===== src/rtl/seq_window_mon.sv =====
// seq_window_mon: per-channel monitor for "a, then b within MIN_DLY..MAX_DLY
// cycles". It supports overlapping attempts and first-match completion. Each
// channel has registered hit/miss pulses and saturating hit/miss counters.
// Optional feature macro: SEQMON_MISS_EN. When it is defined, the expire
// detection, the miss pulse and miss_cnt are built. When it is undefined,
// miss and miss_cnt are tied to 0 and expiring attempts simply age out.
module seq_window_mon #(
   parameter int NCH     = 4,
   parameter int MIN_DLY = 1,
   parameter int MAX_DLY = 5,
   parameter int CNT_W   = 16
) (
   input  logic                 clk,
   input  logic                 rst_n,
   input  logic                 en,
   input  logic                 clr,
   input  logic [NCH-1:0]       a,
   input  logic [NCH-1:0]       b,
   output logic [NCH-1:0]       hit,
   output logic [NCH-1:0]       miss,
   output logic [NCH-1:0]       busy,
   output logic [NCH*CNT_W-1:0] hit_cnt,
   output logic [NCH*CNT_W-1:0] miss_cnt
);

   // Ages MIN_DLY..MAX_DLY form the window in which b completes an attempt.
   function automatic logic [MAX_DLY:1] win_mask_f();
      logic [MAX_DLY:1] m;
      for (int k = 1; k <= MAX_DLY; k++) m[k] = (k >= MIN_DLY);
      return m;
   endfunction

   localparam logic [MAX_DLY:1] WIN = win_mask_f();

   // Saturating increment: holds at all-ones instead of wrapping.
   function automatic logic [CNT_W-1:0] sat_inc(input logic [CNT_W-1:0] v,
                                               input logic inc);
      return (inc && (v != '1)) ? v + CNT_W'(1) : v;
   endfunction

   for (genvar g = 0; g < NCH; g++) begin : g_ch
      // pend[k] = 1: an attempt started exactly k edges ago.
      logic [MAX_DLY:1] pend;
      logic [MAX_DLY:1] pend_nxt;
      logic             match;
      logic             hit_r;
      logic [CNT_W-1:0] hcnt;

      // One b consumes every in-window attempt. Younger attempts keep aging.
      always_comb begin
         match    = b[g] & (|(pend & WIN));
         pend_nxt = '0;
         for (int k = 2; k <= MAX_DLY; k++)
            pend_nxt[k] = pend[k-1] & ~(match & WIN[k-1]);
         pend_nxt[1] = a[g] & en;
      end

      // Pending-attempt vector, hit pulse and saturating hit counter.
      always_ff @(posedge clk or negedge rst_n) begin
         if (!rst_n) begin
            pend  <= '0;
            hit_r <= 1'b0;
            hcnt  <= '0;
         end else if (clr) begin
            pend  <= '0;
            hit_r <= 1'b0;
            hcnt  <= '0;
         end else begin
            pend  <= pend_nxt;
            hit_r <= match;
            hcnt  <= sat_inc(hcnt, match);
         end
      end

      assign hit[g]                      = hit_r;
      assign busy[g]                     = |pend;
      assign hit_cnt[g*CNT_W +: CNT_W]   = hcnt;

`ifdef SEQMON_MISS_EN
      logic             expire;
      logic             miss_r;
      logic [CNT_W-1:0] mcnt;

      // Oldest attempt leaves the window unanswered. A present b turns it into a hit.
      assign expire = pend[MAX_DLY] & ~b[g];

      // Miss pulse and saturating miss counter.
      always_ff @(posedge clk or negedge rst_n) begin
         if (!rst_n) begin
            miss_r <= 1'b0;
            mcnt   <= '0;
         end else if (clr) begin
            miss_r <= 1'b0;
            mcnt   <= '0;
         end else begin
            miss_r <= expire;
            mcnt   <= sat_inc(mcnt, expire);
         end
      end

      assign miss[g]                     = miss_r;
      assign miss_cnt[g*CNT_W +: CNT_W]  = mcnt;
`else
      assign miss[g]                     = 1'b0;
      assign miss_cnt[g*CNT_W +: CNT_W]  = '0;
`endif
   end

endmodule

===== config.mk =====
export PLATFORM = sky130hd
export DESIGN_NAME = seq_window_mon
export DESIGN_NICKNAME = d
export VERILOG_FILES = /design/src/rtl/seq_window_mon.sv
export SDC_FILE = /design/constraint.sdc
export NUM_CORES = 1
export LEC_CHECK = 0
export BUFFER_PORTS_ARGS = -buffer_cell sky130_fd_sc_hd__buf_2
export CORE_MARGIN = 1
export CORE_UTILIZATION = 50
export CTS_CLUSTER_DIAMETER = 80
export CTS_CLUSTER_SIZE = 10
export DETAILED_ROUTE_END_ITERATION = 10
export GPL_ROUTABILITY_DRIVEN = 0
export GPL_TIMING_DRIVEN = 0
export PLACE_DENSITY_LB_ADDON = 0.25
export SLEW_MARGIN = 20
export SYNTH_ARGS = -nofsm -noshare
export SYNTH_HDL_FRONTEND = slang
export SYNTH_SLANG_ARGS = --single-unit
export TNS_END_PERCENT = 50

===== constraint.sdc =====
create_clock -name clk -period 2.96 [get_ports clk]
set_input_delay 0.296 -clock clk [delete_from_list [all_inputs] [get_ports clk]]
set_output_delay 0.296 -clock clk [all_outputs]
set_load 0.005 [all_outputs]

==> reports/results.txt <==
Layout fillers = 820
Clock power share = 0.411
Core Area = 9370 um^2
Area share of the largest cell type after synthesis = 0.450
# H-tree levels = 3
PD cells = 398 nW/um^2
Post-route ant nets = 0
Detailed Place HPWL = 7.52 mm
Vias in the first global route = 3,518
Drt drc = 0
CP arrival = 2.38 ns
Clk_lat worst skew = 0.35 ns
Post-synthesis async set-or-reset flop share = 1.00
CTS tree = built
Starting density of the core = 0.522
Synth Area per Inst = 9.62 um^2
Final Setup Violations = 0
Outcome = finished, final reports clean
Critical-path top delay cell = nor4_1
FF+latch count, synth = 88
Share of layout cells above drive strength 1 = 0.286
Worst-path maximum fanout = 7
Sequential cell area = 2200 um^2
CTS max path bufs = 2
Max-cap violations = 0
Number of library cell types mapped by synthesis = 51
Core Rows = 35
Switching Share = 0.214
DRT Pass-1 Iters = 4
Post-CTS resize count = 0
Multi-input gate area = 2340 um^2
Top cells by area, synth = dfrtp_1 45%, buf_4 11%, xnor2_1 8.2%, nor2_1 5.2%, and2_1 2.8%
Max-slew headroom = 0.507
Gr usage total = 0.209
Initial antenna violation count = 0
Required time of the critical path = 3.19 ns
Commonest non-fill, non-tap cell in the layout = dfrtp_1
Clk root buf = clkbuf_8
Sequential share of power = 0.509
Hold slack = 0.151 ns
Global-route wire length before repair = 16.7 mm
Yosys warning total = 0
Peak supply drop = 0.283 mV
Crit. End Element = flop
Static Leak = 0.00295 uW
Commonest non-fill, non-tap cells in the layout = 88 x dfrtp_1, 83 x buf_2, 73 x buf_4, 68 x nor2_1, 68 x conb_1
Area leader, netlist = dfrtp_1
Main synth FF type = dfrtp_1
Largest net degree at the start of global routing = 49
Min Clock Period, post-route = 2.15 ns
Via count = 3,889
GRT overflow = 0
Post-synth EDFFs = 0
Total wire length = 10.2 mm
Post-CTS setup buffers = 0
Worst-Margin Slew = 0.734 ns
Syn Std Cell Area = 4900 um^2
Setup TNS = 0 ns
Antenna diodes = 0
CTS buffer count = 9
Pins Over Slew Limit = 0
IO Pins = 152
Mapped Cells = 509
Clock Sink Count = 88
Comb power frac = 0.080
Worst-path clk slew = 0.09 ns
Syn-to-layout area delta = 22.5%
Post-synthesis sequential area ratio = 0.450
Max incr delay on CP = 0.69 ns
Fmax = 466 MHz
P_sw = 511 uW
Hold Vio Cnt, Final = 0
Min-delay worst type = input port to flop
RSZ-0062 raised after global routing = false
Die H = 101 um
Hold_buf cts = 1
Final net count = 688
Total die area = 10,200 um^2
Port bufs = 83
DRT iter0 DRCs = 101
WS Path Type = flop to flop
Cells along the critical path = ha_1 -> nand4_1 -> nor4_1 -> nor3b_1 -> xnor2_1 -> nor2_1
WL/cell = 12.6 um
Setup crit start kind = flop
Die X-Extent = 101 um
Pint = 1880 uW
Final worst clock skew = 0.00957 ns
Fin crit share = 0.725
DR vias/cell = 4.83
## area by class of cell
cell class / count / area share
Buffer: 84 / 0.0991
Clock buffer: 12 / 0.0242
Clock inverter: 3 / 0.0150
Inverter: 4 / 0.00250
Multi-Input combinational cell: 400 / 0.389
Sequential cell: 88 / 0.367
Tap cell: 129 / 0.0269
Timing Repair Buffer: 85 / 0.0759
## layer usage
metal  routed length, um  global-route usage
met2                4990               0.354
met1                4510               0.274
met5                   0                   0
met3                 543              0.0374
met4                 111              0.0602
## critical path: cells and delay by family (launching register included)
kind | cells | cell delay [ns]
xor+xnor | 1 | 0.17
flops | 1 | 0.42
simple gates | 4 | 1.15
fa+ha+maj | 1 | 0.30
## cell usage after synthesis, drive strengths merged (2+ instances only)
| cell | n |
|---|---|
| dfrtp | 88 |
| a21oi | 10 |
| inv | 4 |
| clkbuf | 10 |
| and3 | 8 |
| or3 | 5 |
| mux2i | 7 |
| nor3 | 21 |
| nor2b | 3 |
| and2 | 22 |
| a211oi | 7 |
| nand4 | 14 |
| xnor2 | 46 |
| nor4b | 2 |
| buf | 74 |
| nand3 | 22 |
| or2 | 6 |
| nand2 | 29 |
| o211ai | 4 |
| or4 | 6 |
| nor4 | 20 |
| and4 | 4 |
| nor2 | 68 |
| a311oi | 2 |
| o21ai | 12 |
| ha | 4 |
## kinds of logic (layout without fill, tap and decap cells)
| kind of cell | Yosys count | after routing | synth area share |
|---|---|---|---|
| simple gates | 233 | 233 | 0.258 |
| flops | 88 | 88 | 0.450 |
| buf+inv | 88 | 188 | 0.124 |
| xor+xnor | 46 | 46 | 0.0823 |
| compound gates | 41 | 41 | 0.0583 |
| mux | 8 | 8 | 0.0166 |
| fa+ha+maj | 4 | 4 | 0.0102 |
| other cells | 1 | 68 | 0.000766 |
## per-stage QoR
stage          cells  cell area [um^2]  total power [uW]   util  setup slack, ns
2_1_floorplan    576              5150              1370      -             1.12
3_3_place_gp     788              5720              1420  0.611            0.850
3_5_place_dp     789              5750              1430  0.614            0.855
4_1_cts          805              6000              2410  0.640            0.792
5_1_grt          805              6000              2490  0.640            0.492
6_report         805              6000              2390  0.640            0.814
## flip-flops by register name (all words and copies together) (netlist names)
register,cells
g_ch.pend,20
g_ch.hcnt,64
g_ch.hit_r,4
## power groups by stage
stage | sequential, uW | clock, uW | combinational, uW
2_1_floorplan | 1240 | 0 | 127
3_3_place_gp | 1240 | 0 | 182
3_5_place_dp | 1240 | 0 | 189
4_1_cts | 1220 | 1010 | 190
5_1_grt | 1220 | 1050 | 217
6_report | 1220 | 983 | 190
## path summary, 6_finish.rpt
| check | start | endpoint | slack [ns] | depth (start not counted) |
|---|---|---|---|---|
| setup / recovery | g_ch[2].hcnt[0]$_DFFE_PN0P_ | g_ch[2].hcnt[2]$_DFFE_PN0P_ | 0.81 | 6 |
| min in group asynchronous | rst_n | g_ch[3].hcnt[7]$_DFFE_PN0P_ | 0.46 | 2 |
| hold / removal | a[2] | g_ch[2].pend[1]$_DFF_PN0_ | 0.15 | 2 |
| hold reg to reg | g_ch[0].pend[1]$_DFF_PN0_ | g_ch[0].pend[2]$_DFF_PN0_ | 0.49 | 1 |
| max in group asynchronous | rst_n | g_ch[2].hcnt[8]$_DFFE_PN0P_ | 1.89 | 3 |
| setup reg to reg | g_ch[2].hcnt[0]$_DFFE_PN0P_ | g_ch[2].hcnt[2]$_DFFE_PN0P_ | 0.81 | 6 |
Note: power is estimated with default switching activity, not from simulation.
